## src/rtl/fixpoint_vector_sweeper_pkg.sv

```systemverilog
// Shared types and default sizes for the fixpoint vector sweeper.
package fixpoint_sweep_pkg;

    localparam int N_IN_DEF  = 19;
    localparam int CNT_W_DEF = 20;

    typedef enum logic [1:0] {
        IDLE,
        SWEEP,
        REPORT
    } sweep_state_e;

    // Result bundle laid out for the default configuration.
    typedef struct packed {
        logic                 pass;
        logic                 complete;
        logic [CNT_W_DEF-1:0] fail_cnt;
        logic [N_IN_DEF-1:0]  cex;
        logic                 cex_valid;
    } sweep_result_t;

endpackage

```

## src/rtl/fixpoint_vector_sweeper_fail_tracker.sv

```systemverilog
// Saturating failure counter plus first-counterexample capture.
module sweep_fail_tracker
    import fixpoint_sweep_pkg::*;
#(
    parameter int N_IN  = N_IN_DEF,
    parameter int CNT_W = CNT_W_DEF
) (
    input  logic             clk,
    input  logic             rst_n,
    input  logic             clear,
    input  logic             sample,
    input  logic             verdict,
    input  logic [N_IN-1:0]  vec,
    output logic [CNT_W-1:0] fail_cnt,
    output logic [N_IN-1:0]  cex,
    output logic             cex_valid
);

    // Count failing samples (stopping at all-ones) and latch the first failing vector.
    always_ff @(posedge clk) begin
        if (!rst_n) begin
            fail_cnt  <= '0;
            cex       <= '0;
            cex_valid <= 1'b0;
        end else if (clear) begin
            fail_cnt  <= '0;
            cex       <= '0;
            cex_valid <= 1'b0;
        end else if (sample && !verdict) begin
            if (fail_cnt != {CNT_W{1'b1}}) begin
                fail_cnt <= fail_cnt + CNT_W'(1);
            end
            if (!cex_valid) begin
                cex       <= vec;
                cex_valid <= 1'b1;
            end
        end
    end

endmodule

```

## src/rtl/fixpoint_vector_sweeper.sv

```systemverilog
// Exhaustive stimulus engine for a combinational fixpoint checker.
// Optional macro SWEEP_EARLY_STOP_EN: stop at the first failing vector.
module fixpoint_vector_sweeper
    import fixpoint_sweep_pkg::*;
#(
    parameter int N_IN  = N_IN_DEF,
    parameter int CNT_W = CNT_W_DEF
) (
    input  logic             clk,
    input  logic             rst_n,
    input  logic             start_i,
    input  logic             abort_i,
    output logic [N_IN-1:0]  vec_o,
    output logic             vec_valid_o,
    input  logic             verdict_i,
    output logic             res_valid_o,
    input  logic             res_ready_i,
    output logic             pass_o,
    output logic             complete_o,
    output logic [CNT_W-1:0] fail_cnt_o,
    output logic [N_IN-1:0]  cex_o,
    output logic             cex_valid_o
);

    sweep_state_e state;
    logic         last_vec;
    logic         tracker_clear;
    logic         no_fail_yet;

    // The terminal vector is all-ones, so an N_IN-wide AND-reduce marks it.
    assign last_vec      = &vec_o;
    assign tracker_clear = (state == IDLE) && start_i;
    assign no_fail_yet   = (fail_cnt_o == '0);

    sweep_fail_tracker #(
        .N_IN  (N_IN),
        .CNT_W (CNT_W)
    ) u_tracker (
        .clk       (clk),
        .rst_n     (rst_n),
        .clear     (tracker_clear),
        .sample    (vec_valid_o),
        .verdict   (verdict_i),
        .vec       (vec_o),
        .fail_cnt  (fail_cnt_o),
        .cex       (cex_o),
        .cex_valid (cex_valid_o)
    );

    // Sweep controller: walk every vector, then hold the result until accepted.
    always_ff @(posedge clk) begin
        if (!rst_n) begin
            state       <= IDLE;
            vec_o       <= '0;
            vec_valid_o <= 1'b0;
            res_valid_o <= 1'b0;
            pass_o      <= 1'b0;
            complete_o  <= 1'b0;
        end else begin
            case (state)
                IDLE: begin
                    if (start_i) begin
                        state       <= SWEEP;
                        vec_o       <= '0;
                        vec_valid_o <= 1'b1;
                        pass_o      <= 1'b0;
                        complete_o  <= 1'b0;
                    end
                end
                SWEEP: begin
                    if (last_vec) begin
                        // Completion wins over a coincident abort.
                        state       <= REPORT;
                        vec_valid_o <= 1'b0;
                        res_valid_o <= 1'b1;
                        complete_o  <= 1'b1;
                        pass_o      <= no_fail_yet && verdict_i;
`ifdef SWEEP_EARLY_STOP_EN
                    end else if (!verdict_i) begin
                        state       <= REPORT;
                        vec_valid_o <= 1'b0;
                        res_valid_o <= 1'b1;
                        complete_o  <= 1'b0;
                        pass_o      <= 1'b0;
`endif
                    end else if (abort_i) begin
                        state       <= REPORT;
                        vec_valid_o <= 1'b0;
                        res_valid_o <= 1'b1;
                        complete_o  <= 1'b0;
                        pass_o      <= 1'b0;
                    end else begin
                        vec_o <= vec_o + N_IN'(1);
                    end
                end
                REPORT: begin
                    if (res_ready_i) begin
                        state       <= IDLE;
                        res_valid_o <= 1'b0;
                    end
                end
                default: begin
                    state <= IDLE;
                end
            endcase
        end
    end

endmodule
```

## config.mk

```make
export PLATFORM = sky130hd
export DESIGN_NAME = fixpoint_vector_sweeper
export DESIGN_NICKNAME = d
export VERILOG_FILES = /design/src/rtl/fixpoint_vector_sweeper_pkg.sv /design/src/rtl/fixpoint_vector_sweeper_fail_tracker.sv /design/src/rtl/fixpoint_vector_sweeper.sv
export SDC_FILE = /design/constraint.sdc
export NUM_CORES = 1
export LEC_CHECK = 0
export CAP_MARGIN = 10
export CORE_AREA = 2 2 80 90
export CTS_BUF_LIST = sky130_fd_sc_hd__clkbuf_4
export DETAILED_ROUTE_END_ITERATION = 6
export DIE_AREA = 0 0 82 92
export PLACE_DENSITY = 0.8
export SLEW_MARGIN = 20
export SYNTH_ARGS = -nofsm -noshare
export SYNTH_HDL_FRONTEND = slang
export SYNTH_SLANG_ARGS = --single-unit
```

## constraint.sdc

```tcl
create_clock -name clk -period 1.9 [get_ports clk]
set_input_delay 0.285 -clock clk [delete_from_list [all_inputs] [get_ports clk]]
set_output_delay 0.285 -clock clk [all_outputs]
set_load 0.005 [all_outputs]
```

Word level (Yosys, flattened, before mapping)
Cells that the tools add are included.
{ "totals": {"register_bits": 65, "latchBits": 0, "ramBits": 0, "mem_bits_ro": 0, "input_bits": 6, "out_inout_bits": 63, "wordCells": 59, "n_memories": 0} }
{ "op_classes": {"add_sub_neg": 2, "n_mul": 0, "div_mod_pow": 0, "n_lt_le_gt_ge": 0, "eq_ne": 8, "shift": 0, "mux": 22, "bitwise_logic": 2, "n_reduce_logical": 16} }
{ "ops": {"columns": ["operator", "n"], "rows": [
  ["$mux W19", 3],
  ["$pmux W19 S2", 1],
  ["$add A20 B1 Y20 const B", 1],
  ["$logic_not A20 Y1", 1],
  ["$ne A20 B20 Y1 const B", 1],
  ["$add A19 B1 Y19 const B", 1],
  ["$reduce_and A19 Y1", 1],
  ["$mux W1", 9],
  ["$reduce_and A3 Y1", 3],
  ["$mux W2", 4],
  ["$ne A2 B2 Y1 const B", 4],
  ["$pmux W1 S2", 4],
  ["$pmux W2 S3", 1],
  ["$reduce_and A2 Y1", 2],
  ["$reduce_and A4 Y1", 1],
  ["$reduce_bool A2 Y1", 2],
  ["$logic_and A1 B1 Y1", 3],
  ["$ne A3 B3 Y1 const B", 1],
  ["$eq A2 B1 Y1 const B", 1],
  ["$eq A2 B2 Y1 const B", 1],
  ["$logic_not A2 Y1", 1],
  ["$not A1 Y1", 2],
  ["$reduce_or A2 Y1", 1],
  ["$logic_not A1 Y1", 1]
]} }

Depth between registers and ports, before layout
{ "depth": {"ltp_word": 4, "ltp_mapped": 7, "mapped_depth_nobuf": 6} }

Cells and area by module
Synthesis repeated with hierarchy kept, for this count alone.
{ "hier_totals": {"hier_cells": 378, "hier_area_um2": 3171.8} }
{ "modules_own_cells": {"columns": ["module", "n_inst", "cells_per_inst", "area_per_inst_um2", "seq_area_each_um2"], "rows": [
  ["sweep_fail_tracker", 1, 206, 1706.6, 800.8],
  ["fixpoint_vector_sweeper", 1, 172, 1465.2, 500.5]
]} }

Worst setup path after synthesis
OpenSTA, ideal clock, no wires.
{ "synth_timing": {"kind": "reg2reg", "startpoint": "register vec_o[0]", "endpoint": "register vec_o[15]", "setup_time_ns": 0.122, "arrival_time_ns": 1.825, "required_ns": 1.778, "setup_slack_ns": -0.047, "path_stages_with_launch": 8, "path_buffers": 1, "synth_period_minus_slack_ns": 1.947, "path_cell_list": "dfxtp_1 > ha_1 > nand3_1 > nor4_2 > buf_2 > a211oi_1 > o311a_1 > a221o_1"} }
{ "synth_between": {"elab_chain_cells": 4, "word_cells_on_any_way": 7, "cone_classes": "add/sub (1); eq/ne (1); mux (3); reduce/logical (2)"} }
{ "synth_lines": {"columns": ["element", "line_no", "rtl"], "rows": [
  ["start: declaration", "fixpoint_vector_sweeper.sv:13", "output logic [N_IN-1:0] vec_o,"],
  ["start signal: assignment", "fixpoint_vector_sweeper.sv:93", "vec_o <= vec_o + N_IN'(1);"],
  ["$add A19 B1 Y19", "fixpoint_vector_sweeper.sv:93", null],
  ["$mux W19", "fixpoint_vector_sweeper.sv:86", "end else if (abort_i) begin"],
  ["$mux W19", "fixpoint_vector_sweeper.sv:71", "if (last_vec) begin"],
  ["$pmux W19 S2", "fixpoint_vector_sweeper.sv:60", "case (state)"]
]} }
Several ways; a longest one is shown, not always the timed one. The select of a mux whose other input is x is not followed.
A chain may end at the register's enable or synchronous reset.

Worst setup path in the final report
{ "layout_timing": {"startpoint": "register u_tracker.fail_cnt[1]", "endpoint": "register u_tracker.fail_cnt[6]"} }
{ "layout_between": {"elab_chain_cells": 2, "word_cells_on_any_way": 3, "cone_classes": "add/sub (1); eq/ne (1); reduce/logical (1)"} }
{ "layout_lines": {"columns": ["element", "line_no", "rtl"], "rows": [
  ["start: declaration", "fixpoint_vector_sweeper_fail_tracker.sv:14", "output logic [CNT_W-1:0] fail_cnt,"],
  ["start signal: assignment", "fixpoint_vector_sweeper_fail_tracker.sv:31", "fail_cnt <= fail_cnt + CNT_W'(1);"],
  ["parallel branches: the longest is 2 deep, another holds $add A20 B1 Y20", null, null]
]} }
Parallel ways; which one is timed is not known.

==> metrics.cfg <==
[yosys]
syn_area_um2 = 3027
synth_ff_type = dfxtp_1
yosysSeqAreaShare_pct = 42.99
yosysTopAreaCell = dfxtp_1
synth-seq-cells = 65
synth_edf_count = 0
synth_area_leaders = dfxtp_1 (43%), nand2_1 (8.2%), a21oi_1 (6.8%)
ys_top_cells_by_count = nand2_1 (66), dfxtp_1 (65), a21oi_1 (41), nor2_1 (36), nand3_1 (21)
yosysUniqueCellTypes = 49
ys_warn_count = 0
async_flop_share_pct = 0
synth.top_cell.area_share_pct = 42.99
synthesis.nets = 389
synth_most_common_cell = nand2_1
syn_area_per_cell_um2 = 7.965
synth_cells = 380

[worst_setup_path]
setup.worst_path.end_class = flip-flop
arrival_ns = 2.20
crit_required_ns = 2.19
path_buf_inv = 1
reg2reg_depth = 7
crit_path_start_kind = flip-flop
crit_path_max_fanout = 4
path_cells = ha_1 -> nand3_1 -> or3_1 -> nor3_1 -> buf_4 -> or4_1 -> a21oi_1
slowest_delay_ns = 0.43
crit_type = flip-flop to flip-flop
path_delay_family = simple AND/OR/NAND/NOR gates
cp_num_cells = 7
cp_slowest_cell = or3_1

[clock_tree]
insertion_delay_ns = 0.40
cts_root_buf = clkbuf_4
numCtsBuffers = 9
cts_tree = yes
clock_tree.buffer_depth = 2
path_clk_slew_ns = 0.12
h-tree-depth = 3
ctsHoldBuffers = 0
cts_sinks = 65

[global_route]
antenna_found_initial = 0
grt_overflow = 0
grt_pass1_wl_um = 14430
grt_use_total_pct = 24.75
grt_pass1_vias = 3189
grt_max_degree = 20

[routing]
vias = 3349
drt_iter0_markers = 202
vias_per_cell = 5.648
postRouteAntennaNets = 0
avgRoutedWirePerCell_um = 15.32
finalWirelength_um = 9087
drt-pass1-iter-count = 4
drcViolationCount = 0

[placement]
pre_cts_slack_ns = -0.2696
gp_congestion = 0.9105
place_hpwl_um = 6811
portBuffers = 68

[die]
die_w_um = 82
start_util_pct = 45.00
core_area_um2 = 6726
fp.dieArea_um2 = 7544
die_h_um = 92
ios = 69
rows = 32

[timing]
fmax_ghz = 0.5234
relSlewSlack_pct = 71.01
rsz0062_at_grt = true
timing.final.crit_share_pct = 100.5
hold_ws_ns = 0.4649
tns_ns = -0.01045
min_period_ns = 1.910
final.setup.worst_slack_ns = -0.01045
clock_skew_ns = 0.01488
setup_viol = 1
tightest_slew_ns = 0.4316
drv_slew = 0
hold_violations = 0

[outcome]
failed_checks = negative setup slack
outcome = finished with violations

[power_and_ir_drop]
powerDensity_nw_per_um2 = 633.2
clock_power_share_pct = 41.7
comb_power_share_pct = 9.3
switching_share_pct = 23.59
finalPower_mw = 2.829
irDropWorstVdd_uv = 465.1
power_frac_seq_pct = 49.0
switchingPower_mw = 0.6673
internal_power_mw = 2.161
p_leak_nw = 1.594

[worst_hold_path]
holdPathStages = 2
holdCritPathClass = flip-flop to flip-flop

[finish]
final_core_util_pct = 66.41
drive_gt1_share_pct = 18.90
nNetsFinal = 512
antennaDiodeCount = 0
areaGrowthSynthToFinish_pct = 47.58
n_fill_cell = 554

[run]
maxCapViolations = 0

==> power groups by stage <==
stage,Sequential [mW],Clock [mW],Combinational [mW]
finish,1.39,1.18,0.263
global placement,1.42,0,0.245
detailed placement,1.42,0,0.250
global route,1.39,1.26,0.283
floorplan,1.41,0,0.125
CTS,1.38,1.20,0.252
==> placed cells by master (no fill, tap or decap), drive strengths merged, types with 4 or more instances in the layout <==
cell type	netlist	final
clkdlybuf4s50	0	68
clkbuf	13	10
a211oi	4	4
and2	5	5
buf	5	62
nand4	9	9
nor4	13	13
dfxtp	65	65
a21oi	41	41
or3	4	4
a31oi	5	5
nand3	21	21
a21boi	4	4
nor2	36	36
nand2b	5	5
xnor2	14	14
inv	6	6
and3	4	4
o21a	4	4
o21ai	14	14
nor3	7	7
nand2	66	66
or4	4	4
==> worst reg2reg max path, delay by kind of cell (launching register included) <==
family | cells | cell delay (ns)
adder cells (fa/ha/maj) | 1 | 0.20
AND/OR/NAND/NOR | 4 | 0.96
flip-flops | 1 | 0.41
AO/OA/AOI/OAI | 1 | 0.06
buffers and inverters | 1 | 0.18
==> repair_timing <==
action	4_1_cts	5_1_grt
setup buffers	0	1
cloned	0	0
setup endpoints to repair	1	15
gates resized for setup	0	14
pin swaps	1	2
==> state kept, by name, summed over array words and instances, names as in the netlist, 2 cells and up <==
| name | count |
|---|---|
| u_tracker.fail_cnt | 20 |
| vec_o | 19 |
| state | 2 |
| u_tracker.cex | 19 |
==> metal layers <==
layer	vias to the layer above	track usage, %	wire length, um
met1	1596	28.47	3679
li1	1610	-	-
met5	-	0	0
met4	0	9.861	214
met2	120	42.75	4718
met3	23	6.398	475
==> final timing paths <==
check	startpoint	end	slack, ns
worst max register to register	u_tracker.fail_cnt[1]	u_tracker.fail_cnt[6]	-0.01
worst min register to register	u_tracker.cex[10]	u_tracker.cex[10]	0.46
worst min-delay path	u_tracker.cex[10]	u_tracker.cex[10]	0.46
worst max-delay path	u_tracker.fail_cnt[1]	u_tracker.fail_cnt[6]	-0.01
==> stage by stage <==
stage / std cells / cell area (um^2)
floorplan: 380 / 3044
CTS: 592 / 4408
global placement: 576 / 4227
finish: 593 / 4467
detailed placement: 576 / 4227
global route: 593 / 4467
==> cell type report <==
| class | count | area [um^2] | share of cell area (%) |
|---|---|---|---|
| clock inverters | 6 | 106.4 | 2.381 |
| multi-input cells | 291 | 1685 | 37.73 |
| well taps | 85 | 106.4 | 2.381 |
| flip-flops and latches | 65 | 1309 | 29.30 |
| clock buffers | 10 | 75.07 | 1.681 |
| inverters | 6 | 22.52 | 0.5042 |
| repair buffers | 130 | 1162 | 26.02 |
==> kinds of logic after synthesis <==
group	share of synthesized area (%)
AOI/OAI and AO/OA	18.02
xor gates and xnor gates	4.051
adders and majority gates	1.240
buffers and inverters	3.266
DFF	42.99
muxes	0.6615
and+or+nand+nor	29.76
No activity file was read; power rests on OpenSTA's default activity.
